File: config.mk
export PLATFORM = sky130hd
export DESIGN_NAME = div16_8_seq_flat
export DESIGN_NICKNAME = d
export VERILOG_FILES = /design/src/rtl/div16_8_seq_if.sv /design/src/rtl/div16_8_seq.sv /design/src/flat_wrapper.sv
export SDC_FILE = /design/constraint.sdc
export NUM_CORES = 1
export LEC_CHECK = 0
export ABC_CLOCK_PERIOD_IN_PS = 5700
export BUFFER_PORTS_ARGS = -buffer_cell sky130_fd_sc_hd__buf_2
export CELL_PAD_IN_SITES_DETAIL_PLACEMENT = 1
export CELL_PAD_IN_SITES_GLOBAL_PLACEMENT = 1
export CORE_ASPECT_RATIO = 0.5
export CORE_MARGIN = 1
export CORE_UTILIZATION = 42
export CTS_BUF_LIST = sky130_fd_sc_hd__clkbuf_16
export DETAILED_ROUTE_END_ITERATION = 10
export PLACE_DENSITY = 0.8
export SLEW_MARGIN = 20
export SYNTH_ARGS = -nofsm -noshare
export SYNTH_HDL_FRONTEND = slang
export SYNTH_SLANG_ARGS = --single-unit
File: constraint.sdc
create_clock -name clk -period 5.7 [get_ports clk]
set_clock_uncertainty 0.05 [all_clocks]
set_input_delay 1.425 -clock clk [delete_from_list [all_inputs] [get_ports clk]]
set_output_delay 1.425 -clock clk [all_outputs]
set_load 0.005 [all_outputs]
File: src/rtl/div16_8_seq_if.sv
// div16_8_seq_if: operand/result valid-ready bundle for div16_8_seq.
// The rem signal exists only when DIV_REMAINDER_EN is defined.
interface div16_8_seq_if;
   logic        in_valid;
   logic        in_ready;
   logic [15:0] dividend;
   logic [7:0]  divisor;
   logic        out_valid;
   logic        out_ready;
   logic [15:0] quot;
`ifdef DIV_REMAINDER_EN
   logic [7:0]  rem;
`endif
   logic        div_by_zero;
   modport master (
      output in_valid, dividend, divisor, out_ready,
`ifdef DIV_REMAINDER_EN
      input  rem,
`endif
      input  in_ready, out_valid, quot, div_by_zero
   );
   modport slave (
      input  in_valid, dividend, divisor, out_ready,
`ifdef DIV_REMAINDER_EN
      output rem,
`endif
      output in_ready, out_valid, quot, div_by_zero
   );
endinterface

File: src/rtl/div16_8_seq.sv
// div16_8_seq: sequential restoring divider, 16-bit / 8-bit unsigned, one quotient bit per cycle.
// Define DIV_REMAINDER_EN to expose the 8-bit remainder on the bus.
module div16_8_seq (
   input logic          clk,
   input logic          rst,
   div16_8_seq_if.slave bus_if
);
   typedef enum logic [1:0] {IDLE, CALC, DONE} state_t;
   state_t      state_q, state_d;
   logic [15:0] q_q, q_d;
   logic [7:0]  r_q, r_d, d_q, d_d;
   logic [3:0]  cnt_q, cnt_d;
   logic        dbz_q, dbz_d;
   logic [8:0]  t;
   logic        ge;
   // r_q < d_q holds between iterations, so t - d always fits in 8 bits
   assign t  = {r_q, q_q[15]};
   assign ge = t >= {1'b0, d_q};
   always_comb begin
      state_d = state_q;
      q_d     = q_q;
      r_d     = r_q;
      d_d     = d_q;
      cnt_d   = cnt_q;
      dbz_d   = dbz_q;
      case (state_q)
         IDLE: if (bus_if.in_valid) begin
            cnt_d   = 4'd0;
            d_d     = bus_if.divisor;
            dbz_d   = bus_if.divisor == 8'd0;
            q_d     = dbz_d ? 16'hFFFF : bus_if.dividend;
            r_d     = dbz_d ? bus_if.dividend[7:0] : 8'd0;
            state_d = dbz_d ? DONE : CALC;
         end
         CALC: begin
            q_d     = {q_q[14:0], ge};
            r_d     = ge ? t[7:0] - d_q : t[7:0];
            cnt_d   = cnt_q + 4'd1;
            state_d = cnt_q == 4'd15 ? DONE : CALC;
         end
         DONE: if (bus_if.out_ready) begin
            state_d = IDLE;
            dbz_d   = 1'b0;
         end
         default: state_d = IDLE;
      endcase
   end
   always_ff @(posedge clk) begin
      if (rst) begin
         state_q <= IDLE;
         q_q     <= '0;
         r_q     <= '0;
         d_q     <= '0;
         cnt_q   <= '0;
         dbz_q   <= 1'b0;
      end else begin
         state_q <= state_d;
         q_q     <= q_d;
         r_q     <= r_d;
         d_q     <= d_d;
         cnt_q   <= cnt_d;
         dbz_q   <= dbz_d;
      end
   end
   assign bus_if.in_ready    = state_q == IDLE;
   assign bus_if.out_valid   = state_q == DONE;
   assign bus_if.quot        = q_q;
   assign bus_if.div_by_zero = dbz_q;
`ifdef DIV_REMAINDER_EN
   assign bus_if.rem         = r_q;
`endif
endmodule

File: src/flat_wrapper.sv
// flat-port wrapper written by rule: the top's interface ports become plain ports
module div16_8_seq_flat 
  (clk, rst, bus_if_in_valid, bus_if_dividend, bus_if_divisor, bus_if_out_ready, bus_if_in_ready, bus_if_out_valid, bus_if_quot, bus_if_div_by_zero);
  div16_8_seq_if bus_if_i ();
  input logic clk;
  input logic rst;
  input wire logic [$bits(bus_if_i.in_valid)-1:0] bus_if_in_valid;
  input wire logic [$bits(bus_if_i.dividend)-1:0] bus_if_dividend;
  input wire logic [$bits(bus_if_i.divisor)-1:0] bus_if_divisor;
  input wire logic [$bits(bus_if_i.out_ready)-1:0] bus_if_out_ready;
  output wire logic [$bits(bus_if_i.in_ready)-1:0] bus_if_in_ready;
  output wire logic [$bits(bus_if_i.out_valid)-1:0] bus_if_out_valid;
  output wire logic [$bits(bus_if_i.quot)-1:0] bus_if_quot;
  output wire logic [$bits(bus_if_i.div_by_zero)-1:0] bus_if_div_by_zero;
  assign bus_if_i.in_valid = bus_if_in_valid;
  assign bus_if_i.dividend = bus_if_dividend;
  assign bus_if_i.divisor = bus_if_divisor;
  assign bus_if_i.out_ready = bus_if_out_ready;
  assign bus_if_in_ready = bus_if_i.in_ready;
  assign bus_if_out_valid = bus_if_i.out_valid;
  assign bus_if_quot = bus_if_i.quot;
  assign bus_if_div_by_zero = bus_if_i.div_by_zero;
  div16_8_seq u_core (.clk(clk), .rst(rst), .bus_if(bus_if_i));
endmodule
==> impl_metrics.toml <==
[sta]
fin_crit_sh_pct = 51.25
rsz0062_at_grt = "false"
setup_viol = 0
min_period_ns = 2.921
drv_slew = 0
max_freq_mhz = 342.3
tightest_slew_ns = 0.7263
tns_ns = 0
setup_ws_ns = 2.779
final-hold-violation-count = 0
relSlewSlack_pct = 51.58

[yosys]
ys_ff_latch = 39
yosysWarnings = 0
seq_area_frac_synth_pct = 34.59
synth_edf_count = 0
synth_top_area_cell = "dfxtp_1"
ys_async_sr_fraction_pct = 0
syn-mean-instance-area_um2 = 7.730
synth_cell_types = 52
ys.flop_type = "dfxtp_1"
synth_nets = 330
synthesis.area_mm2 = 0.002257
yosys.area.top_type_share_pct = 34.59
yosys-top-cells-area = "dfxtp_1 (35%), nand2_1 (7.3%), a21oi_1 (6.9%)"
syn_inst = 292

[drt]
drtIter0Drc = 76
routed_wirelength_um = 7022
first_pass_iters = 4
viasPerCell = 5.856
drc = 0
vias = 2325
wl_per_cell_um = 17.69
antenna_left = 0

[hold_path]
hold_path.class = "reg -> reg"
hold_depth = 2

[worst_setup_path]
reg2regPathDepth = 6
cp_top_family = "buffers and inverters"
required_ns = 5.79
start_kind = "primary input"
cp_num_buf_inv = 2
critPathSlowestCell = "buf_2"
cp_max_fo = 39
endpoint_kind = "flip-flop"
crit_chain = "buf_2, inv_1, and3_1, a32oi_1, o31ai_1"
worst-endpoint-arrival_ns = 3.01
max_stage_delay_ns = 0.56
crit_type = "in -> reg"
crit_cells = 5

[clock_tree]
post_cts_resized = 0
insertion_delay_ns = 0.28
cts_sinks = 39
cts_made_buffers = 5
cts_root_buf = "clkbuf_16"
cts_setup_buffers = 0
cts.hold.buffers_added = 0
cts_tree = "yes"
clkSlewWorstSetupHoldPaths_ns = 0.06
cts_buffer_depth = 2
htree_num_levels = 2

[floorplan]
rows = 18
initial_utilization_pct = 44.74
die-area_mm2 = 0.005689
die_w_um = 105.7
die_h_um = 53.84
core_mm2 = 0.005045
io_pins = 47

[power]
p_per_area_mw_per_mm2 = 339.2
total_power_w = 0.0008997
worst_ir_drop_vdd_mv = 0.2034
power_leakage_nw = 1.070

[final_layout]
layout_common_cells = "buf_2 (46), nand2_1 (44), dfxtp_1 (39)"
final_common_cell = "buf_2"
fin_cells = 397
fin_util_pct = 52.58
syn2layout_area_growth_pct = 17.52
fillers = 646
diodes = 0
drive_gt1_share_pct = 19.57
fin_nets = 364

[placement]
portBuffers = 46
place_congestion = 0.8007
dp.cells = 389
dpl.hpwl_um = 4993
dp_worst_setup_slack_ns = 2.592

[outcome]
status = "finished clean"

[global_route]
gr-total-overflow = 0
antenna_found_initial = 0
grt_usage_pct = 25.73
grt_pass1_wl_um = 11050
grt_max_degree = 40
grt_pass1_vias = 2184

[run]
drv_cap = 0
## tightest hold or removal path: cells and delay by family, from the launching register on
kind / cells / cell delay (ns)
AOI/OAI and AO/OA: 1 / 0.05
DFF: 1 / 0.31
and+or+nand+nor: 1 / 0.05
## state kept, by name (all words and copies together), names as in the netlist
| register | count |
|---|---|
| u_core.bus_if.quot | 16 |
| u_core.d_q | 8 |
| u_core.r_q | 8 |
| u_core.cnt_q | 4 |
| u_core.state_q | 2 |
| u_core.bus_if.div_by_zero | 1 |
## through the flow
step                      hold slack (ns)  cell area [µm²]
after floorplan                    0.3863             2257
after global placement             0.3965             2489
after detailed placement           0.4038             2489
after CTS                          0.4115             2653
after global routing               0.4353             2653
final                              0.4092             2653
## cell families (layout without fill, tap and decap cells)
group | count (synthesis) | after routing | share of synthesized area [%]
and+or+nand+nor | 118 | 118 | 24.83
AOI/OAI and AO/OA | 89 | 89 | 26.89
DFF | 39 | 39 | 34.59
buffers and inverters | 33 | 68 | 6.486
adders and majority gates | 10 | 10 | 5.876
muxes | 2 | 2 | 0.9423
xor gates and xnor gates | 1 | 1 | 0.3881
## worst paths after layout
path	start	to	slack [ns]
max	rst	u_core.r_q[6]	2.78
min	u_core.d_q[5]	u_core.d_q[5]	0.41
min reg2reg	u_core.d_q[5]	u_core.d_q[5]	0.41
max reg2reg	u_core.d_q[7]	u_core.r_q[0]	3.41
## power by group
part | switching [W] | total [W] | internal (W) | leakage (nW)
Clock | 0.000111 | 0.000315 | 0.000204 | 0.0812
Sequential | 0.0000209 | 0.000317 | 0.000296 | 0.320
Combinational | 0.000169 | 0.000268 | 0.0000991 | 0.669
Total | 0.000300 | 0.000900 | 0.000599 | 1.07
## layer usage
layer / GRT usage, % / vias up / wire length [µm]
li1: - / 1135 / -
met1: 33.77 / 1138 / 3437
met2: 42.92 / 44 / 3193
met3: 6.295 / 8 / 323
met4: 7.639 / 0 / 68
met5: 0 / - / 0
## cells in the mapped netlist, types with 2 or more instances
cell	number
nand2_1	44
dfxtp_1	39
a21oi_1	31
nor2_1	26
o221ai_1	16
inv_1	12
nor3_1	11
clkbuf_1	10
nand3_1	10
buf_2	9
ha_1	9
o21ai_0	9
a211oi_1	4
nand2b_1	4
or3_1	4
a22oi_1	3
a31oi_1	3
and3_1	3
nor2b_1	3
a2111oi_0	2
a21oi_2	2
a221o_1	2
and2_1	2
and4_1	2
nor4_1	2
nor4_2	2
o22ai_1	2
o41ai_1	2
## final cells by class
type                    count  area, µm²  share of cell area, %
repair buffers             48      245.2                  9.245
well taps                  70      87.58                  3.302
clock inverters             3      38.79                  1.462
inverters                  12      45.04                  1.698
flip-flops and latches     39      780.7                  29.43
clock buffers               5      125.1                  4.717
multi-input cells         220       1330                  50.14
Power figures use the tool's default switching activity.
